<file path="config.mk">
export PLATFORM = sky130hd
export DESIGN_NAME = pkt_rx_buffer
export DESIGN_NICKNAME = d
export VERILOG_FILES = /design/src/rtl/pkt_rx_buffer.sv
export SDC_FILE = /design/constraint.sdc
export NUM_CORES = 1
export LEC_CHECK = 0
export ABC_CLOCK_PERIOD_IN_PS = 6400
export CORE_ASPECT_RATIO = 1.4
export CORE_UTILIZATION = 50
export CTS_BUF_LIST = sky130_fd_sc_hd__clkbuf_4 sky130_fd_sc_hd__clkbuf_8 sky130_fd_sc_hd__clkbuf_16
export CTS_CLUSTER_DIAMETER = 150
export CTS_CLUSTER_SIZE = 12
export DETAILED_ROUTE_END_ITERATION = 10
export HOLD_SLACK_MARGIN = 0.12
export PLACE_DENSITY = 0.7
export SLEW_MARGIN = 0
export SYNTH_ARGS = -nofsm -noshare
export SYNTH_HDL_FRONTEND = slang
export SYNTH_SLANG_ARGS = --single-unit
</file>
<file path="constraint.sdc">
create_clock -name clk_axi -period 6.4 [get_ports clk_axi]
set_clock_uncertainty 0.05 [all_clocks]
set_input_delay 0.64 -clock clk_axi [delete_from_list [all_inputs] [get_ports clk_axi]]
set_output_delay 0.64 -clock clk_axi [all_outputs]
set_load 0.01 [all_outputs]
</file>
<file path="src/rtl/pkt_rx_buffer.sv">
// Receive buffer behind the NoC-to-AXI crossing: per-VC head/body/tail framing check,
// per-VC FWFT FIFOs and packet counters. Define PKT_RX_STORE_FWD_EN for store-and-forward reads.
module pkt_rx_buffer #(
   parameter int FLIT_DATA_WIDTH = 32,
   parameter int N_VIRT_CHN      = 2,
   parameter int BUFFER_DEPTH    = 4,
   localparam int VC_W           = (N_VIRT_CHN > 1) ? $clog2(N_VIRT_CHN) : 1
) (
   input  logic                       clk_axi,
   input  logic                       arst_axi,
   input  logic                       flit_valid,
   output logic                       flit_ready,
   input  logic [1:0]                 flit_type,
   input  logic [VC_W-1:0]            flit_vc,
   input  logic [FLIT_DATA_WIDTH-1:0] flit_data,
   input  logic [VC_W-1:0]            rd_vc,
   input  logic                       rd_en,
   output logic [FLIT_DATA_WIDTH-1:0] rd_data,
   output logic                       rd_last,
   output logic                       rd_empty,
   output logic [N_VIRT_CHN-1:0]      pkt_avail,
   output logic [N_VIRT_CHN-1:0]      err_framing,
   input  logic [N_VIRT_CHN-1:0]      err_clr,
   output logic [N_VIRT_CHN-1:0]      fsm_state
);

   localparam int AW = $clog2(BUFFER_DEPTH);
   localparam int PW = AW + 1;
   localparam int CW = $clog2(BUFFER_DEPTH + 1);
   localparam int EW = FLIT_DATA_WIDTH + 1;

   typedef enum logic {
      S_IDLE   = 1'b0,
      S_IN_PKT = 1'b1
   } vc_state_e;

   // Handshake: a flit transfers on a clock edge where flit_valid && flit_ready;
   // flit_ready depends only on the registered fullness of FIFO[flit_vc].
   vc_state_e             state_q [N_VIRT_CHN];
   vc_state_e             state_d [N_VIRT_CHN];
   logic [PW-1:0]         wr_ptr  [N_VIRT_CHN];
   logic [PW-1:0]         rd_ptr  [N_VIRT_CHN];
   logic [CW-1:0]         pkt_cnt [N_VIRT_CHN];
   logic [EW-1:0]         mem     [N_VIRT_CHN][BUFFER_DEPTH];
   logic [N_VIRT_CHN-1:0] full;
   logic [N_VIRT_CHN-1:0] fifo_empty;
   logic [N_VIRT_CHN-1:0] vc_readable;
   logic [N_VIRT_CHN-1:0] push;
   logic [N_VIRT_CHN-1:0] pop;
   logic [N_VIRT_CHN-1:0] err_set;
   logic                  accept;
   logic                  flit_last;
   logic [EW-1:0]         rd_head;

   always_comb begin
      for (int v = 0; v < N_VIRT_CHN; v++) begin
         full[v]       = (wr_ptr[v][AW] != rd_ptr[v][AW]) &&
                         (wr_ptr[v][AW-1:0] == rd_ptr[v][AW-1:0]);
         fifo_empty[v] = (wr_ptr[v] == rd_ptr[v]);
         pkt_avail[v]  = (pkt_cnt[v] != '0);
         fsm_state[v]  = (state_q[v] == S_IN_PKT);
      end
   end

   assign flit_ready = ~full[flit_vc];
   assign accept     = flit_valid & flit_ready;
   assign flit_last  = flit_type[1];

   // Framing FSM per VC: misframed flits are consumed but never stored.
   always_comb begin
      for (int v = 0; v < N_VIRT_CHN; v++) begin
         state_d[v] = state_q[v];
         push[v]    = 1'b0;
         err_set[v] = 1'b0;
         if (accept && (flit_vc == VC_W'(v))) begin
            case (state_q[v])
               S_IDLE: begin
                  case (flit_type)
                     2'b00: begin
                        push[v]    = 1'b1;
                        state_d[v] = S_IN_PKT;
                     end
                     2'b11:   push[v]    = 1'b1;
                     default: err_set[v] = 1'b1;
                  endcase
               end
               S_IN_PKT: begin
                  case (flit_type)
                     2'b01: push[v] = 1'b1;
                     2'b10: begin
                        push[v]    = 1'b1;
                        state_d[v] = S_IDLE;
                     end
                     default: err_set[v] = 1'b1;
                  endcase
               end
               default: state_d[v] = S_IDLE;
            endcase
         end
      end
   end

   // A full FIFO with no complete packet stays readable so an oversized packet can drain.
   always_comb begin
      for (int v = 0; v < N_VIRT_CHN; v++) begin
`ifdef PKT_RX_STORE_FWD_EN
         vc_readable[v] = !fifo_empty[v] && ((pkt_cnt[v] != '0) || full[v]);
`else
         vc_readable[v] = !fifo_empty[v];
`endif
         pop[v] = rd_en && vc_readable[v] && (rd_vc == VC_W'(v));
      end
   end

   assign rd_head  = mem[rd_vc][rd_ptr[rd_vc][AW-1:0]];
   assign rd_empty = ~vc_readable[rd_vc];
   assign rd_data  = rd_empty ? '0 : rd_head[FLIT_DATA_WIDTH-1:0];
   assign rd_last  = ~rd_empty & rd_head[EW-1];

   always_ff @(posedge clk_axi or posedge arst_axi) begin
      if (arst_axi) begin
         for (int v = 0; v < N_VIRT_CHN; v++) begin
            state_q[v] <= S_IDLE;
            wr_ptr[v]  <= '0;
            rd_ptr[v]  <= '0;
            pkt_cnt[v] <= '0;
         end
         err_framing <= '0;
      end else begin
         for (int v = 0; v < N_VIRT_CHN; v++) begin
            state_q[v] <= state_d[v];
            if (push[v]) wr_ptr[v] <= wr_ptr[v] + PW'(1);
            if (pop[v])  rd_ptr[v] <= rd_ptr[v] + PW'(1);
            // Only the rd_vc FIFO can pop, so rd_head is the entry leaving it.
            case ({push[v] & flit_last, pop[v] & rd_head[EW-1]})
               2'b10:   pkt_cnt[v] <= pkt_cnt[v] + CW'(1);
               2'b01:   pkt_cnt[v] <= pkt_cnt[v] - CW'(1);
               default: pkt_cnt[v] <= pkt_cnt[v];
            endcase
         end
         // A new error outranks a clear arriving in the same cycle.
         err_framing <= (err_framing & ~err_clr) | err_set;
      end
   end

   always_ff @(posedge clk_axi) begin
      for (int v = 0; v < N_VIRT_CHN; v++) begin
         if (push[v]) mem[v][wr_ptr[v][AW-1:0]] <= {flit_last, flit_data};
      end
   end

endmodule

</file>
==> results.cfg <==
[cells_and_area]
drive_gt1_share_pct = 18.4
fin_util_pct = 58.7
antenna_cells = 0
fin_nets = 805
area_growth_pct = 15.4

[clock_network]
clk_pin_slew_ps = 60
clock_sinks = 286
postCtsResizedCells = 0
cts-root-buf = clkbuf_16
holdBufCountCts = 0
cts.path.max_buffers = 3
htreeDepth = 1
cts_tree = done
cts_setup_buffers = 0
insertion_delay_ps = 530
numCtsBuffers = 27

[timing]
hold_violations = 0
max_freq_mhz = 231
setup_viol = 0
min_period_ps = 4330
whs_ps = 415
slew_headroom_pct = 26.6
period_share_pct = 67.6
finalSetupTns_ps = 0
tightestPinTransition_ps = 1100
rsz0062_at_grt = no
final_max_slew_viol_count = 0

[placement]
routabilityCongestion = 0.767
portBuffers = 82
hpwlAfterDp_mm = 13.9

[synth]
async_reset_ff_share_pct = 7.69
seq_area_frac_synth_pct = 71.8
synthCells = 667
ys_types = 48
ys_ff_latch = 286
synthTopCellsByCount = edfxtp_1, mux2i_1, mux2_2
synth_top_area_cell = edfxtp_1
synth_most_common_cell = edfxtp_1
ys_warn_count = 0
synthFlopType = edfxtp_1
synth.net_count = 723
synth_area_um2 = 11800
avgSynthCellArea_um2 = 17.7
synth_top_area_share_pct = 67.1
synth-edff-count = 264
yosys-top-cells-area = edfxtp_1, mux2_2, mux2i_1, dfrtp_1, a22o_1

[drt]
detail_route.first_pass.iterations = 6
route.antenna.remaining_nets = 0
wire_per_inst_um = 22.8
vias = 6226
vias_per_cell = 5.85
drt_iter0_drc = 440
drc = 0
drt-total-wl_mm = 24.3

[grt]
grt_overflow = 0
grt_max_degree = 49
antenna_found_initial = 0
grt_pass1_vias = 6674
grt_usage_pct = 20.6
grt_pass1_wl_mm = 37.7

[worst_setup_path]
cp.required_ps = 5710
path_class = reg -> out
endpoint_kind = primary output
worstSetupStartpointType = flop
path_max_fanout = 31
arrival_ps = 3640

[power_and_ir_drop]
powerDensity_nw_per_um2 = 441
p_leak_nw = 4.73
peakVddDrop_uv = 199

[die]
die-area_um2 = 24200
die_w_um = 132
start_util_pct = 50.9
core_um2 = 23200
dieHeight_um = 184
rows = 66
io_pins = 83

[hold_path]
hp-class = reg -> reg

[run]
drv_cap = 0

[outcome]
outcome = completed
## layout by cell type, fill, tap and decap left out, types with 2 or more instances in the layout
cell	netlist	routed
edfxtp_1	264	264
nor2b_1	4	3
nand2_1	6	6
ha_1	12	12
buf_4	6	9
dfrtp_4	0	2
nor4_2	2	2
a31oi_1	4	4
and2_2	4	8
xnor2_2	2	2
nor2_1	3	2
xnor2_1	10	10
fa_1	2	2
nand3_1	3	3
dfrtp_1	22	20
clkbuf_4	0	10
a22o_1	32	32
inv_1	15	15
nor4_1	31	31
mux2i_1	73	73
clkbuf_16	0	27
a311oi_1	3	3
mux2_2	67	67
o22ai_1	34	34
nand2b_1	2	2
xor2_1	8	8
or3_1	2	2
clkdlybuf4s50_1	0	82
## registers in the layout, indices dropped and copies added (netlist names), named ones only
name / flops
wr_ptr: 6
rd_ptr: 6
pkt_cnt: 6
mem: 264
err_framing: 2
## per-layer routing
metal	vias up	routed length, um	global-route usage (%)
met5	-	0	0
met4	0	528	6.79
met3	42	1330	2.95
met2	174	12900	37.5
met1	3187	9560	25.0
li1	2823	-	-
## cell type report
type / count / area (um2)
clock buffers: 37 / 751
clock inverters: 2 / 12.5
fillers: 1691 / 9570
inverters: 15 / 56.3
multi-input cells: 328 / 3060
flip-flops and latches: 286 / 8490
well taps: 306 / 383
repair buffers: 91 / 888
## power by group
group | internal (mW) | switching (mW) | total [mW] | leakage (nW)
registers | 2.27 | 0.194 | 2.46 | 2.64
logic | 1.05 | 1.08 | 2.13 | 1.70
clock network | 0.807 | 0.617 | 1.42 | 0.385
## cells by family after synthesis
| kind of cell | after synthesis | share of synthesized area (%) |
|---|---|---|
| AOI/OAI and AO/OA | 83 | 5.50 |
| xor gates and xnor gates | 23 | 2.18 |
| adders and majority gates | 14 | 1.61 |
| buffers and inverters | 53 | 2.44 |
| DFF | 286 | 71.8 |
| muxes | 142 | 12.9 |
| and+or+nand+nor | 66 | 3.60 |
## per-stage QoR
step           worst slack, ps  total power, mW  cells  cell area [um2]
2_1_floorplan             3560             3.81    667            11800
3_3_place_gp              2310             4.57   1026            12900
3_5_place_dp              2240             4.64   1026            12900
4_1_cts                   2050             6.07   1065            13600
5_1_grt                   1930             6.31   1065            13600
6_report                  2070             6.02   1065            13600
## final timing paths
path / from / to / slack [ps] / cells past startpoint
hold reg to reg: pkt_cnt[2]$_DFFE_PP0P_ / pkt_cnt[2]$_DFFE_PP0P_ / 410 / 1
setup / recovery: rd_ptr[0]$_DFFE_PP0N_ / rd_empty / 2070 / 5
max in group asynchronous: arst_axi / rd_ptr[0]$_DFFE_PP0N_ / 5100 / 2
hold / removal: pkt_cnt[2]$_DFFE_PP0P_ / pkt_cnt[2]$_DFFE_PP0P_ / 410 / 1
min in group asynchronous: arst_axi / err_framing[0]$_DFF_PP0_ / 560 / 2
setup reg to reg: rd_ptr[3]$_DFFE_PP0P_ / pkt_cnt[5]$_DFFE_PP0P_ / 2820 / 10
## critical path: stages, from the launching register on
cell,delay (ps)
dfrtp_4,690
xnor2_2,540
and4_1,770
buf_4,410
or2_2,160
clkdlybuf4s50_1,520
Note: power is estimated with default switching activity, not from simulation.
==> RTL edit, RTL diff (same flow settings) <==
Build with the macro `PKT_RX_STORE_FWD_EN` defined.
--- a/src/rtl/pkt_rx_buffer.sv
+++ b/src/rtl/pkt_rx_buffer.sv
@@ -1,4 +1,6 @@
 // Receive buffer behind the NoC-to-AXI crossing: per-VC head/body/tail framing check,
 // per-VC FWFT FIFOs and packet counters. Define PKT_RX_STORE_FWD_EN for store-and-forward reads.
+`define PKT_RX_STORE_FWD_EN
+
 module pkt_rx_buffer #(
    parameter int FLIT_DATA_WIDTH = 32,
Behaviour: not the same (Yosys sat finds a counterexample within 4 cycles, from zero or initial values and one cycle with arst_axi high).
==> RTL edit against the original RTL <==
Setup slack lost 360 ps; sequential share of layout area grew 0.44 points; highest routed layer unchanged; clock power is essentially flat; first-iteration DRC count shrank 15%; non-clock buffer count shrank 5; final area shrank 0.73%; largest power group unchanged; count of clock-buffer cells in the layout is the same; synthesized area shrank 1.2%; critical path depth grew 1; power grew 0.40%; sequential cell count is the same; wire length shrank 11%.
==> RTL edit: results (changes against the original RTL) <==
* Net Count, Synth at 656 (-9.3%)
* XOR/XNOR Fraction of Synth Area at 1.86% (-0.33 points)
* Number of global-route vias before repair at 5993 (-10%)
* Final nets at 748 (-7.1%)
* Total grt overflow at 0 (unchanged)
* Adder-cell share of the synthesized area at 1.63% (+0.020 points)
* Total CTS buffers at 27 (unchanged)
* Mux cell area share after synthesis at 13.4% (+0.53 points)
* Clk_lat worst skew at 530 ps (about the same)
* Max VDD drop at 0.238 mV (+20%)
* Critical Path Fanout Max at 36 (+16%)
* Seq/Total Area, Yosys at 72.7% (+0.89 points)
* Outcome: finished, final reports clean
* Initial antenna violation count at 1 (+1)
* Leakage Power at 4.67 nW (-1.4%)
* Area post-placement at 12800 sq um (-0.80%)
* Gpl congestion at 0.798 (+4.0%)
* List of most frequent post-synthesis cells: 264 x edfxtp_1, 80 x inv_1, 65 x mux4_2
* Drt first pass iters at 5 (-1)
* Via count at 5596 (-10%)
* CP arrival at 4000 ps (+360 ps)
* DP HPWL at 13000 um (-6.3%)
* Largest net degree at the start of global routing at 38 (-22%)
* First-pass GRT wire length at 33700 um (-11%)
* Max reg flops at 264 (unchanged)
* Complex-gate fraction of the synthesized area at 4.65% (-0.84 points)
* Iter 0 DRT Violations at 372 (-15%)
* Layout cells sized above 1 at 21.9% (+3.5 points)
* Synth area leaders: edfxtp_1 68%, mux4_2 13%, dfrtp_1 4.7%
* Dpl ws at 2210 ps (-32.2 ps)
RTL edit: cell count changes in the layout (fill, tap and decap cells not counted), sizes merged, moves of 4 or more:
cell and delta:
a22o -33, buf -5, mux2i -65, a311oi -4, nor4 -31, mux2 -66, inv +65, mux4 +64
RTL edit: worst paths after layout:
kind	from	end	slack, ps	cells after the start
worst min register to register	pkt_cnt[2]	pkt_cnt[2]	430	1
max in group asynchronous	arst_axi	rd_ptr[1]	5120	2
worst max-delay path	rd_ptr[4]	rd_empty	1710	6
worst max register to register	rd_ptr[4]	pkt_cnt[2]	2890	9
worst min-delay path	pkt_cnt[2]	pkt_cnt[2]	430	1
min in group asynchronous	arst_axi	async pin	560	2
RTL edit: cells by family (layout without fill, tap and decap cells):
family                     after synthesis  after routing
xor gates and xnor gates                23             23
adders and majority gates               14             14
and+or+nand+nor                         42             42
DFF                                    286            286
AOI/OAI and AO/OA                       57             57
other                                    0              1
buffers and inverters                  103            205
muxes                                   75             75
RTL edit: final cells by class:
class                      instances  area [sq um]
clock buffer                      37           751
multi-input combinational        211          2760
clock inverter                     2          12.5
tap                              301           377
sequential                       286          8480
inverter                          80           300
antenna                            1          2.50
fill                            1644          9160
timing repair buffer              86           851
RTL edit: where the power goes:
group	switching (mW)	internal, mW
clock network	0.614	0.808
registers	0.205	2.27
logic	1.05	1.10
total	1.87	4.17
RTL edit: metal layers:
metal  vias up  track usage (%)  wire length [um]
met1      2882             22.3              8300
met2       153             34.3             11900
met4         0             6.82               501
li1       2522                -                 -
met3        39             2.43              1020
met5         -                0                 0
RTL edit: worst max-delay path: stages (launching register included):
cell and delay [ps]:
dfrtp_2 1030, xnor2_1 260, a21o_1 240, nand3b_1 710, buf_4 490, and2_1 180
clkdlybuf4s50_1 530
RTL edit: per-stage QoR:
step / power [mW] / hold WS (ps) / cells / utilization, %
finish: 6.04 / 430 / 1004 / 59.6
global placement: 4.63 / 398 / 964 / 56.3
global route: 6.34 / 461 / 1003 / 59.6
detailed placement: 4.70 / 421 / 964 / 56.3
floorplan: 3.92 / 384 / 600 / -
CTS: 6.12 / 435 / 1003 / 59.6
